File: src/rtl/mem_port_arbiter_pkg.sv
// mem_port_arbiter_pkg
//   Shared types and widths for the fetch/data memory port arbiter.
//   state_t : arbiter FSM state (idle, or one access outstanding)
//   owner_t : which pipeline stage owns the outstanding access
package mem_port_arbiter_pkg;

  localparam int ADDR_W = 8;
  localparam int DATA_W = 8;

  typedef enum logic {
    ST_IDLE,
    ST_BUSY
  } state_t;

  typedef enum logic [1:0] {
    OWN_NONE,
    OWN_F,
    OWN_D
  } owner_t;

endpackage

File: src/rtl/mem_port_arbiter.sv
// mem_port_arbiter
//   Shares one single-ported memory between instruction fetch (f_*) and the
//   load/store stage (d_*). One access is outstanding at a time; the memory
//   returns read data MEM_LAT cycles after its command. Data wins arbitration
//   unless fetch has watched STARVE_MAX consecutive data grants, in which case
//   fetch is forced through. f_flush discards an in-flight fetch's ack.
//
//   Ports
//     clock, reset                : clock, synchronous active-low reset
//     f_req/f_addr/f_flush        : fetch request, address, squash
//     f_gnt/f_ack/f_rdata/f_stall : fetch grant, data valid, data, stall
//     d_req/d_we/d_addr/d_wdata   : data request, store flag, address, data
//     d_gnt/d_ack/d_rdata/d_stall : data grant, done/valid, load data, stall
//     mem_read/mem_write/mem_addr/mem_wdata/mem_rdata : memory side
module mem_port_arbiter
  import mem_port_arbiter_pkg::*;
#(
  parameter int MEM_LAT    = 1,
  parameter int STARVE_MAX = 4
) (
  input  logic              clock,
  input  logic              reset,
  input  logic              f_req,
  input  logic [ADDR_W-1:0] f_addr,
  input  logic              f_flush,
  output logic              f_gnt,
  output logic              f_ack,
  output logic [DATA_W-1:0] f_rdata,
  output logic              f_stall,
  input  logic              d_req,
  input  logic              d_we,
  input  logic [ADDR_W-1:0] d_addr,
  input  logic [DATA_W-1:0] d_wdata,
  output logic              d_gnt,
  output logic              d_ack,
  output logic [DATA_W-1:0] d_rdata,
  output logic              d_stall,
  output logic              mem_read,
  output logic              mem_write,
  output logic [ADDR_W-1:0] mem_addr,
  output logic [DATA_W-1:0] mem_wdata,
  input  logic [DATA_W-1:0] mem_rdata
);

  localparam logic [1:0] CNT_INIT   = 2'(MEM_LAT - 1);
  localparam logic [3:0] STARVE_LIM = 4'(STARVE_MAX);

  state_t     state_reg, state_next;
  owner_t     owner_reg, owner_next;
  logic [1:0] count_reg, count_next;
  logic [3:0] starve_reg, starve_next;
  logic       flush_reg, flush_next;

  logic complete;
  logic can_issue;
  logic fetch_forced;
  logic issue;

  always_ff @(posedge clock) begin
    if (!reset) begin
      state_reg  <= ST_IDLE;
      owner_reg  <= OWN_NONE;
      count_reg  <= '0;
      starve_reg <= '0;
      flush_reg  <= 1'b0;
    end else begin
      state_reg  <= state_next;
      owner_reg  <= owner_next;
      count_reg  <= count_next;
      starve_reg <= starve_next;
      flush_reg  <= flush_next;
    end
  end

  always_comb begin
    state_next  = state_reg;
    owner_next  = owner_reg;
    count_next  = count_reg;
    starve_next = starve_reg;
    flush_next  = flush_reg;

    complete     = (state_reg == ST_BUSY) && (count_reg == 2'd0);
    // Gating with reset keeps every output low while reset is held.
    can_issue    = reset && ((state_reg == ST_IDLE) || complete);
    fetch_forced = f_req && (starve_reg == STARVE_LIM);

    d_gnt = can_issue && d_req && !fetch_forced;
    f_gnt = can_issue && f_req && !d_gnt;
    issue = f_gnt || d_gnt;

    f_stall = reset && f_req && !f_gnt;
    d_stall = reset && d_req && !d_gnt;

    mem_read  = f_gnt || (d_gnt && !d_we);
    mem_write = d_gnt && d_we;
    mem_addr  = f_gnt ? f_addr : (d_gnt ? d_addr : '0);
    mem_wdata = (d_gnt && d_we) ? d_wdata : '0;

    // A flush seen on the completion cycle itself must also squash the ack,
    // hence the live f_flush term alongside the registered flag.
    f_ack   = reset && complete && (owner_reg == OWN_F) && !flush_reg && !f_flush;
    d_ack   = reset && complete && (owner_reg == OWN_D);
    f_rdata = reset ? mem_rdata : '0;
    d_rdata = reset ? mem_rdata : '0;

    if (issue) begin
      state_next = ST_BUSY;
      owner_next = f_gnt ? OWN_F : OWN_D;
      count_next = CNT_INIT;
      flush_next = 1'b0;
    end else if (complete) begin
      state_next = ST_IDLE;
      owner_next = OWN_NONE;
      flush_next = 1'b0;
    end else if (state_reg == ST_BUSY) begin
      count_next = count_reg - 2'd1;
      if ((owner_reg == OWN_F) && f_flush) begin
        flush_next = 1'b1;
      end
    end

    // Counts data grants that fetch had to watch; any fetch grant or a gap
    // in the fetch request starts the count over.
    if (!f_req || f_gnt) begin
      starve_next = '0;
    end else if (d_gnt && (starve_reg != STARVE_LIM)) begin
      starve_next = starve_reg + 4'd1;
    end
  end

endmodule

File: config.mk
export PLATFORM = sky130hd
export DESIGN_NAME = mem_port_arbiter
export DESIGN_NICKNAME = d
export VERILOG_FILES = /design/src/rtl/mem_port_arbiter_pkg.sv /design/src/rtl/mem_port_arbiter.sv
export SDC_FILE = /design/constraint.sdc
export NUM_CORES = 1
export LEC_CHECK = 0
export BUFFER_PORTS_ARGS = -buffer_cell sky130_fd_sc_hd__clkbuf_2
export CAP_MARGIN = 20
export CORE_MARGIN = 3
export CORE_UTILIZATION = 40
export DETAILED_ROUTE_END_ITERATION = 8
export PLACE_DENSITY = 0.86
export SKIP_LAST_GASP = 1
export SLEW_MARGIN = 20
export SYNTH_ARGS = -nofsm -noshare
export SYNTH_HDL_FRONTEND = slang
export SYNTH_SLANG_ARGS = --single-unit
File: constraint.sdc
create_clock -name clock -period 3.71 [get_ports clock]
set_input_delay 0.371 -clock clock [delete_from_list [all_inputs] [get_ports clock]]
set_output_delay 0.371 -clock clock [all_outputs]
set_load 0.02 [all_outputs]
* Word-level counts from Yosys, hierarchy flattened
Cells that the tools add are included.
** Word-level totals
- Flip-flop bits (word level) :: 10
- Input port bits :: 38
- Logic and storage cells :: 61
** Cells by class
- Add/sub/neg operators :: 2
- Equality and inequality tests :: 4
- Muxes and demuxes :: 9
- Bitwise logic cells :: 3
- Reductions and logical operators :: 38
** Operators by type and width (number)
- $mux W8 :: 4
- $logic_and A1 B1 Y1 :: 20
- $logic_not A1 Y1 :: 7
- $mux W2 :: 3
- $add A4 B1 Y4 const B :: 1
- $eq A4 B3 Y1 const B :: 1
- $logic_or A1 B1 Y1 :: 4
- $ne A4 B3 Y1 const B :: 1
- $reduce_and A2 Y1 :: 2
- $reduce_or A2 Y1 :: 2
- $not A1 Y1 :: 3
- $reduce_or A3 Y1 :: 1
- $eq A2 B1 Y1 const B :: 1
- $eq A2 B2 Y1 const B :: 1
- $logic_not A2 Y1 :: 1
- $mux W1 :: 2
- $reduce_bool A2 Y1 :: 1
- $sub A2 B1 Y2 const B :: 1

* Logic depth before layout (Yosys ltp)
Gate-level depths: netlist of the first run.
- Depth after elaboration :: 10
- Gate-level depth with buffers :: 6

* Worst setup path after synthesis of the first run
No wires, ideal clock.
- Kind :: reg2out
- From :: reg count_reg[0]
- To :: out mem_read
- Arrival :: 1.554 ns
- Path slack :: 1.785 ns
- Cell stages (with the launch flop) :: 7
- Path buffers :: 1
- Cells stage by stage :: dfxtp_1 inv_1 ha_1 nand2b_1 buf_2 nand2_1 a311oi_1
** Between the ends
- Cells in the longest elaborated chain, start to end :: 9
- Elaborated cells between the ends (all ways) :: 11
- Those cells by class :: reduce/logical (11)
** Ends and longest elaborated chain
- start, declared :: RTL line mem_port_arbiter.sv:50 : logic [1:0] count_reg, count_next;
- start signal, assigned :: RTL line mem_port_arbiter.sv:69 : count_reg <= count_next;
- $logic_not A2 Y1 * :: RTL line mem_port_arbiter.sv:82 : complete = (state_reg == ST_BUSY) && (count_reg == 2'd0);
- $logic_and A1 B1 Y1 * :: RTL line mem_port_arbiter.sv:82
- $logic_or A1 B1 Y1 * :: RTL line mem_port_arbiter.sv:84 : can_issue = reset && ((state_reg == ST_IDLE) || complete);
- $logic_and A1 B1 Y1 * :: RTL line mem_port_arbiter.sv:84
- $logic_and A1 B1 Y1 (2 in series) :: RTL line mem_port_arbiter.sv:87 : d_gnt = can_issue && d_req && !fetch_forced;
- $logic_not A1 Y1 :: RTL line mem_port_arbiter.sv:88 : f_gnt = can_issue && f_req && !d_gnt;
- $logic_and A1 B1 Y1 :: RTL line mem_port_arbiter.sv:88
- $logic_or A1 B1 Y1 * :: RTL line mem_port_arbiter.sv:94 : mem_read = f_gnt || (d_gnt && !d_we);
- end, declared :: RTL line mem_port_arbiter.sv:38 : output logic mem_read,
Mark *: on every way between the ends. The rest lies on a longest branch, timed or not.

* Worst setup path after layout of the first run
- From :: reg count_reg[0]
- To :: out mem_wdata[4]
** Between the ends
- Cells in the longest elaborated chain, start to end :: 8
** Ends and longest elaborated chain
- $logic_not A2 Y1 :: RTL line mem_port_arbiter.sv:82
- $logic_and A1 B1 Y1 :: RTL line mem_port_arbiter.sv:82
- $logic_or A1 B1 Y1 :: RTL line mem_port_arbiter.sv:84
- $logic_and A1 B1 Y1 :: RTL line mem_port_arbiter.sv:84
- $logic_and A1 B1 Y1 (2 in series) :: RTL line mem_port_arbiter.sv:87
- $logic_and A1 B1 Y1 :: RTL line mem_port_arbiter.sv:97 : mem_wdata = (d_gnt && d_we) ? d_wdata : '0;
- $mux W8 :: RTL line mem_port_arbiter.sv:97
- end, declared :: RTL line mem_port_arbiter.sv:41 : output logic [DATA_W-1:0] mem_wdata,
No other way between the ends.

==> run metrics, run 1 <==
outcome finished clean; ys async rst share 0%; top post-synthesis cells by count 11 x and3_1, 10 x dfxtp_1, 9 x and2_1, 9 x buf_4, 8 x a22o_1; achievable frequency 0.373 GHz; clock skew 0.0118 ns; Buf/Inv on CP 2; crit path capture type output pin; multi-input gate area in the final layout 557 sq um; CP Cell Sequence inv_1, ha_1, nand2b_1, and3_1, and3_1, clkbuf_2; startpoint class of the critical path register; FF/Latch Area 200 sq um; Seq/Total Area, Yosys 22.9%; crit path max fanout 20; P_sw 106 uW; clock sink count 10; max_cap viols 0; RSZ-0062 raised after global routing no; Yosys warning total 0; Starting Density 43.3%; synth top area cells dfxtp_1 23%, a22o_1 8.0%, and3_1 7.9%; Total GRT Usage 20.8%; core area 2020 sq um; Post-CTS Repair Setup Buffers 0; Switching Share 33.6%; Tmin final 2.68 ns; CTS tree done; slew at the pin closest to its max-slew limit 0.614 ns; critical path's slowest cell and3_1; first-pass GRT wire length 4360 microns; Gate power share 31.6%; CTS H-tree depth 1; Slew Viols, Final 0; PostCTS Resize Cnt 0; slew margin rel. 59.0%; Main synth FF type dfxtp_1; detailed-route wire length per cell 14.0 microns; max FFs per register 4; Setup CP Type register to output pin; ANT nets after route 0; CP delay by family, top simple AND/OR/NAND/NOR gates; final setup TNS 0 ns; Syn Nets 151; Yosys top cell area share 22.9%; fin nets 219; I/O Buffers 77; Power Total 315 uW; fraction of the cycle the final worst path needs 72.3%; min-delay worst type register to register; total gr overflow 0; Worst-Skew Late Latency 0.28 ns; CP most frequent cell and3_1; CP Data Required Time 3.34 ns; routed vias 1112; Clk network pwr share 32.8%; Final Core Density 61.1%; drt total wl 2860 microns; First-pass DRT Iterations 4; # setup viols final 0; Detailed Place HPWL 2290 microns; Reg clk slew, reported paths 0.07 ns; hold_buf cts 0; Vias per Instance 5.45; Synth area leader dfxtp_1; vias in the first global route 1008; synthesized cell area 876 sq um; DRC viols 0; Fin. Hold Viols 0; Root Buffer clkbuf_4; Die X 52.8 microns; Cell variety after synth 35; Avg Cell Area, Syn 7.96 sq um; VDD IR max 0.143 mV; Rows 16; Arr. time, crit path 2.31 ns; die area 2790 sq um; CP peak stage delay 0.64 ns; # diodes 0; P&R area growth vs syn 41.0%; pin count of the biggest net entering global routing 21; design area 1230 sq um; Power Internal 209 uW; area of placed instances 1200 sq um; post-synthesis cell count 110; Starting DRT DRC Count 42; sequential share of power 35.6%; number of flops mapped to enable cells by yosys 0; IO Pins 78; Longest Clk Path Bufs 2; Die H 52.8 microns; CTS Buf Count 3; Leakage 0.000699 uW; routability cong. 0.836; Fin Hold WS 0.492 ns; Layout fillers 187; Pwr Density 255 nW/um^2; initial antenna violation count 0; most frequent cell after synthesis and3_1; Seq cells post-synth 10; layout cell share with drive strength beyond 1 48.0%
## cell families after synthesis
family	share of synthesized area [%]
flops	22.9
simple gates	33.1
compound gates	26.1
fa+ha+maj	4.29
buf+inv	13.6
## layout make-up
class                      count  area share [%]
multi-input combinational     80            45.1
timing repair buffer          77            31.2
sequential                    10            16.2
clock buffer                   4            2.94
tap                           27            2.74
inverter                       6            1.82
## final timing paths
| path | from | end | slack, ns | cells past startpoint |
|---|---|---|---|---|
| worst max-delay path | count_reg[0] | mem_wdata[4] | 1.03 | 6 |
| worst min-delay path | count_reg[0] | count_reg[0] | 0.49 | 2 |
| worst max register to register | count_reg[0] | owner_reg[1] | 1.81 | 5 |
| worst min register to register | count_reg[0] | count_reg[0] | 0.49 | 2 |
## power by group through the flow
stage                     Sequential (uW)  Clock [uW]  Combinational [uW]
after floorplan                       114           0                62.8
after detailed placement              114           0                99.6
final                                 112         103                99.5
after global routing                  112         111                 107
after CTS                             112         104                 100
after global placement                114           0                97.6
## tightest hold or removal path, stage by stage (launching register included)
cell	delay, ns
dfxtp_1	0.31
nand3_1	0.06
a21boi_0	0.07
## per-stage QoR
step / std cells / setup slack, ns
detailed placement: 200 / 1.33
floorplan: 110 / 1.78
global route: 204 / 0.837
global placement: 200 / 1.47
CTS: 204 / 1.02
finish: 204 / 1.03
## layer usage
layer	track usage (%)	part of all wire, %	up-vias
met5	0	0	-
met2	40.1	51	83
met4	7.66	1.3	0
li1	-	-	531
met1	21.6	36	491
met3	3.99	11	7
## cells in the final DEF, fill, tap and decap left out, types with 2 or more instances in the layout
| master | count |
|---|---|
| clkbuf_2 | 77 |
| and3_1 | 11 |
| dfxtp_1 | 10 |
| and2_1 | 9 |
| a22o_1 | 8 |
| inv_1 | 6 |
| nand2_1 | 6 |
| nor2_1 | 5 |
| nand2b_1 | 3 |
| a21oi_1 | 3 |
| nand3_1 | 3 |
| o31ai_1 | 3 |
| a211oi_1 | 3 |
| ha_1 | 3 |
| clkbuf_4 | 3 |
| o2111a_1 | 2 |
| nand4b_1 | 2 |
| a21boi_0 | 2 |
| nand4_1 | 2 |
| o21a_1 | 2 |
(Power assumes the default switching activity.)
==> inputs of run 2 (changes only) <==
ABC_AREA = 1   (was default)
CORE_UTILIZATION = 34   (was 40)
PLACE_DENSITY = 0.77   (was 0.86)
clock period = 2.35 ns   (was 3.71 ns; I/O delays follow)
==> run metrics, run 2 <==
total gr overflow 0 (unchanged); Yosys top cell area share 22.6% (-0.26 points); clock skew 0.0121 ns (+0.000226 ns); slew margin rel. 61.9% (+2.9 points); Yosys warning total 0 (unchanged); Pwr Density 395 nW/um^2 (+55%); # setup viols final 0 (unchanged); first-pass GRT wire length 3710 microns (-15%); Seq cells post-synth 10 (unchanged); RR Endpoint count_reg[1]; synthesized cell area 886 sq um (+1.1%); Vias per Instance 4.24 (-22%); most frequent cells in the layout 77 x clkbuf_2, 53 x nand2_1, 29 x inv_1; Die H 57.0 microns (+8.1%); First-pass DRT Iterations 3 (-1); Starting DRT DRC Count 13 (-69%); max_cap viols 0 (unchanged); Longest Clk Path Bufs 2 (unchanged); Avg Cell Area, Syn 5.83 sq um (-27%); routed vias 1063 (-4.4%); Die X 57.0 microns (+8.1%); Syn Nets 193 (+28%); most frequent cell after synthesis nand2_1; hold_buf cts 0 (unchanged); Worst-Skew Late Latency 0.27 ns (about the same); achievable frequency 0.514 GHz; Total GRT Usage 13.7% (-7.1 points); Leakage 0.000830 uW (+19%); RR Startpoint count_reg[0]; number of flops mapped to enable cells by yosys 0 (unchanged); Root Buffer clkbuf_4; detailed-route wire length per cell 8.84 microns (-37%); die area 3250 sq um (+17%); Min-Delay Endpoint owner_reg[1]; core area 2340 sq um (+16%); Post-CTS Repair Setup Buffers 0 (unchanged); CP Data Required Time 2.12 ns (-1.22 ns); Starting Density 37.9% (-5.5 points); ys async rst share 0% (unchanged); commonest non-fill, non-tap cell in the layout clkbuf_2; CTS Buf Count 3 (unchanged); DRC viols 0 (unchanged); I/O Buffers 77 (unchanged); Worst Reg-to-Reg Cells 7 (+2); final setup TNS 0 ns (unchanged); PostCTS Resize Cnt 0 (unchanged); crit path capture type output pin; slew at the pin closest to its max-slew limit 0.568 ns (-0.0459 ns); ANT nets after route 0 (unchanged); max FFs per register 4 (unchanged); vias in the first global route 924 (-8.3%); post-synthesis cell count 152 (+38%); RSZ-0062 raised after global routing no; layout cell share with drive strength beyond 1 43.0% (-5.0 points); startpoint class of the critical path register; Setup CP Type register to output pin; Slew Viols, Final 0 (unchanged); Cell variety after synth 24 (-31%); synth top area cells dfxtp_1 23%, nand2_1 22%, inv_1 12%; top post-synthesis cells by count 53 x nand2_1, 29 x inv_1, 14 x nor2_1, 10 x dfxtp_1; Hold Crit Depth 4 (+2); crit path max fanout 11 (-45%); Seq/Total Area, Yosys 22.6% (-0.26 points); Main synth FF type dfxtp_1; P&R area growth vs syn 43.1%; critical hold path startpoint f_req; Fin Hold WS 0.365 ns (-0.127 ns); Rows 17 (+1); Arr. time, crit path 1.71 ns (-0.60 ns); IO Pins 78 (unchanged); fraction of the cycle the final worst path needs 82.7%; Tmin final 1.94 ns; min-delay worst type input pin to register; reg-to-reg slack, setup 0.87 ns (-0.94 ns); Synth area leader dfxtp_1; pin count of the biggest net entering global routing 16 (-24%); # diodes 0 (unchanged); Detailed Place HPWL 1930 microns (-15%); CTS H-tree depth 1 (unchanged); CTS tree done; clock sink count 10 (unchanged); routability cong. 0.747 (-11%); Layout fillers 258 (+38%); outcome finished clean; drt total wl 2220 microns (-22%); Fin. Hold Viols 0 (unchanged); fin nets 265 (+21%); VDD IR max 0.346 mV (+140%); initial antenna violation count 0 (unchanged); Reg clk slew, reported paths 0.08 ns (about the same)
==> run 2: routing by layer <==
metal	track usage (%)	wire (microns)	vias up	part of all wire (%)
met1	16.0	940	432	42
li1	-	-	582	-
met2	24.1	1020	49	46
met4	0.662	0	0	0
met3	6.33	255	0	11
met5	0	0	-	0
==> run 2: report_power, final <==
part / internal, uW / switching (uW) / leakage [uW]
Combinational: 61.8 / 105 / 0.000728
Sequential: 173 / 3.03 / 0.0000812
Clock: 94.1 / 63.6 / 0.0000210
==> run 2: worst max-delay path, stage by stage (launching register included) <==
cell and delay [ns]:
dfxtp_1 0.39, inv_1 0.08, ha_1 0.19, nand2_1 0.08, nor2_2 0.04, nand2_1 0.09
nand2_4 0.08, inv_4 0.12, nand2_4 0.09, nor2_1 0.10, clkbuf_2 0.17
==> run 2: per-stage QoR <==
| stage | setup WS, ns | total power [uW] | instances | instance area, sq um | util, % |
|---|---|---|---|---|---|
| 2_1_floorplan | 0.734 | 288 | 152 | 886 | - |
| 3_3_place_gp | 0.692 | 347 | 247 | 1230 | 52.6 |
| 3_5_place_dp | 0.685 | 348 | 247 | 1230 | 52.6 |
| 4_1_cts | 0.391 | 506 | 251 | 1270 | 54.2 |
| 5_1_grt | 0.245 | 531 | 251 | 1270 | 54.2 |
| 6_report | 0.405 | 500 | 251 | 1270 | 54.2 |
==> run 2: kinds of logic (layout without fill, tap and decap cells) <==
logic type | Yosys count | in the layout | share of synthesized area [%]
flip-flops | 10 | 10 | 22.6
adder cells (fa/ha/maj) | 3 | 3 | 4.24
AND/OR/NAND/NOR | 85 | 85 | 42.7
AO/OA/AOI/OAI | 11 | 11 | 6.92
buffers and inverters | 42 | 113 | 22.6
XOR/XNOR | 1 | 1 | 0.989
==> run 2: worst max path at each step <==
stage	start	endpoint	slack (ns)	cells past startpoint
2_1_floorplan	count_reg[0]	d_stall	0.73	8
3_3_place_gp	count_reg[0]	mem_read	0.69	10
3_5_place_dp	count_reg[0]	mem_read	0.69	10
4_1_cts	count_reg[0]	mem_read	0.39	10
5_1_grt	count_reg[0]	mem_read	0.24	7
6_report	starve_reg[0]	mem_wdata[5]	0.41	10
==> run 2: cell type report <==
type | instances | area [sq um] | area share [%]
well taps | 28 | 35.0 | 2.76
multi-input cells | 100 | 485 | 38.3
inverters | 32 | 125 | 9.87
clock buffers | 4 | 36.3 | 2.86
repair buffers | 77 | 385 | 30.4
flip-flops and latches | 10 | 200 | 15.8
==> inputs of run 3 (changes only) <==
clock period = 1.7 ns   (was 2.35 ns; I/O delays follow)
==> run metrics, run 3 (same netlist as run 2, synthesis figures left out) <==
Pwr Density 486 nW/um^2 (+23%); core area 2340 sq um (unchanged); die area 3250 sq um (unchanged); RSZ-0062 raised after global routing yes; Crit path depth 11 (+1); I/O Buffers 77 (unchanged); Worst Setup SP starve_reg[0]; Fin. Hold Viols 0 (unchanged); Total GRT Usage 17.6% (+3.9 points); Detailed Place HPWL 1980 microns (+2.4%); Arr. time, crit path 1.67 ns (-0.04 ns); Setup CP Type register to output pin; Leakage 0.000966 uW (+16%); failing checks negative setup slack; CP Cell Sequence inv_2, ha_4, nand2_2, nor2_4, nand2_4, nand2_8, nand2_8, inv_8, nand2_2, nand2_1, clkbuf_8; critical path's slowest cell dfxtp_2; ANT nets after route 0 (unchanged); RR Startpoint count_reg[0]; initial antenna violation count 0 (unchanged); VDD IR max 0.346 mV (-0.18%); setup ws final -0.142 ns (-0.547 ns); Root Buffer clkbuf_4; M1 wire length 1270 microns (+35%); clock sink count 10 (unchanged); routed vias 1272 (+20%); critical hold path startpoint reset; most frequent cells in the layout 57 x clkbuf_2, 37 x nand2_1, 25 x inv_1; first-pass GRT wire length 4580 microns (+24%); DRC viols 0 (unchanged); min-delay worst type input pin to register; Reg clk slew, reported paths 0.08 ns (about the same); CP delay by family, top simple AND/OR/NAND/NOR gates; outcome finished with violations; vias in the first global route 1049 (+14%); met3 wire len 318 microns (+25%); total gr overflow 0 (unchanged); max FFs per register 4 (unchanged); Starting DRT DRC Count 62 (+49); layout cell share with drive strength beyond 1 58.0% (+15 points); pin count of the biggest net entering global routing 13 (-3); CTS Buf Count 3 (unchanged); clock skew 0.00717 ns (-0.00490 ns); Starting Density 37.9% (unchanged); hold_buf cts 0 (unchanged); Tmin final 1.84 ns; Vias per Instance 4.78 (+13%); crit path max fanout 5 (-6); slew margin rel. 67.5% (+5.5 points); drt total wl 3610 microns (+63%); met2 wire length 1960 microns (+91%); commonest non-fill, non-tap cell in the layout clkbuf_2; Final Core Density 70.6% (+16 points); Rows 17 (unchanged); CTS tree done; max_cap viols 0 (unchanged); Buf/Inv on CP 3 (unchanged); Hold Crit Depth 3 (-1); pre-CTS setup slack 0.0942 ns (-0.591 ns); Worst-Skew Late Latency 0.28 ns (about the same); achievable frequency 0.543 GHz; startpoint class of the critical path register; First-pass DRT Iterations 4 (+1); Die H 57.0 microns (unchanged); CTS H-tree depth 1 (unchanged); highest routed layer met4; IO Pins 78 (unchanged); fin nets 280 (+5.7%); routability cong. 0.745 (-0.24%); fraction of the cycle the final worst path needs 108%; CP Data Required Time 1.53 ns (-0.59 ns); Die X 57.0 microns (unchanged); P&R area growth vs syn 86.6%; Slew Viols, Final 0 (unchanged); # diodes 0 (unchanged); Longest Clk Path Bufs 2 (unchanged); Worst Reg-to-Reg Cells 9 (+2); CP peak stage delay 0.33 ns (-0.06 ns); # setup viols final 21 (+21); detailed-route wire length per cell 13.6 microns (+53%); crit path capture type output pin; slew at the pin closest to its max-slew limit 0.486 ns (-0.0825 ns)
## run 3: worst reg2reg max path, stage by stage, from the launching register on
cell and delay, ns:
dfxtp_2 0.34, inv_2 0.05, ha_4 0.17, buf_4 0.13, inv_1 0.07, nand2_1 0.11, o211ai_1 0.27, buf_4 0.22
nand3_1 0.08, a21oi_1 0.12
## run 3: stage by stage
step                TNS (ns)  power [uW]  cell area (sq um)  instances  hold WS [ns]
floorplan                  0         398                886        152         0.318
global placement           0         482               1250        249         0.448
detailed placement         0         483               1250        249         0.451
CTS                    -1.18         752               1480        258         0.182
global route           -3.25         832               1650        266         0.197
finish                 -1.80         802               1650        266         0.171
## run 3: what timing repair did
item / in CTS / in global routing
setup endpoints to repair: 22 / 21
cloned: 2 / 1
pin swaps: 4 / 14
setup buffers: 3 / 7
gates resized for setup: 42 / 53
## run 3: cell type report
class                   instances  area (sq um)
clock buffers                   4          36.3
fillers                       187           687
inverters                      32           145
multi-input cells             101           616
flip-flops and latches         10           205
well taps                      28          35.0
repair buffers                 89           598
repair inverters                2          17.5
## run 3: report_power, final
part | internal [uW] | leakage, uW | total [uW] | switching [uW]
sequential | 239 | 0.0000832 | 243 | 4.40
combinational | 138 | 0.000861 | 327 | 189
clock | 131 | 0.0000210 | 232 | 101
## run 3: worst paths after layout
check / slack (ns) / to
worst max-delay path: -0.14 / mem_addr[2]
worst min-delay path: 0.17 / count_reg[1]
worst max register to register: 0.10 / owner_reg[1]
worst min register to register: 0.47 / count_reg[1]
## run 3: routing by layer
layer / vias to the layer above / global-route usage, %
met3: 7 / 4.07
met2: 83 / 31.8
met1: 570 / 19.7
met4: 0 / 6.95
met5: - / 0
li1: 612 / -
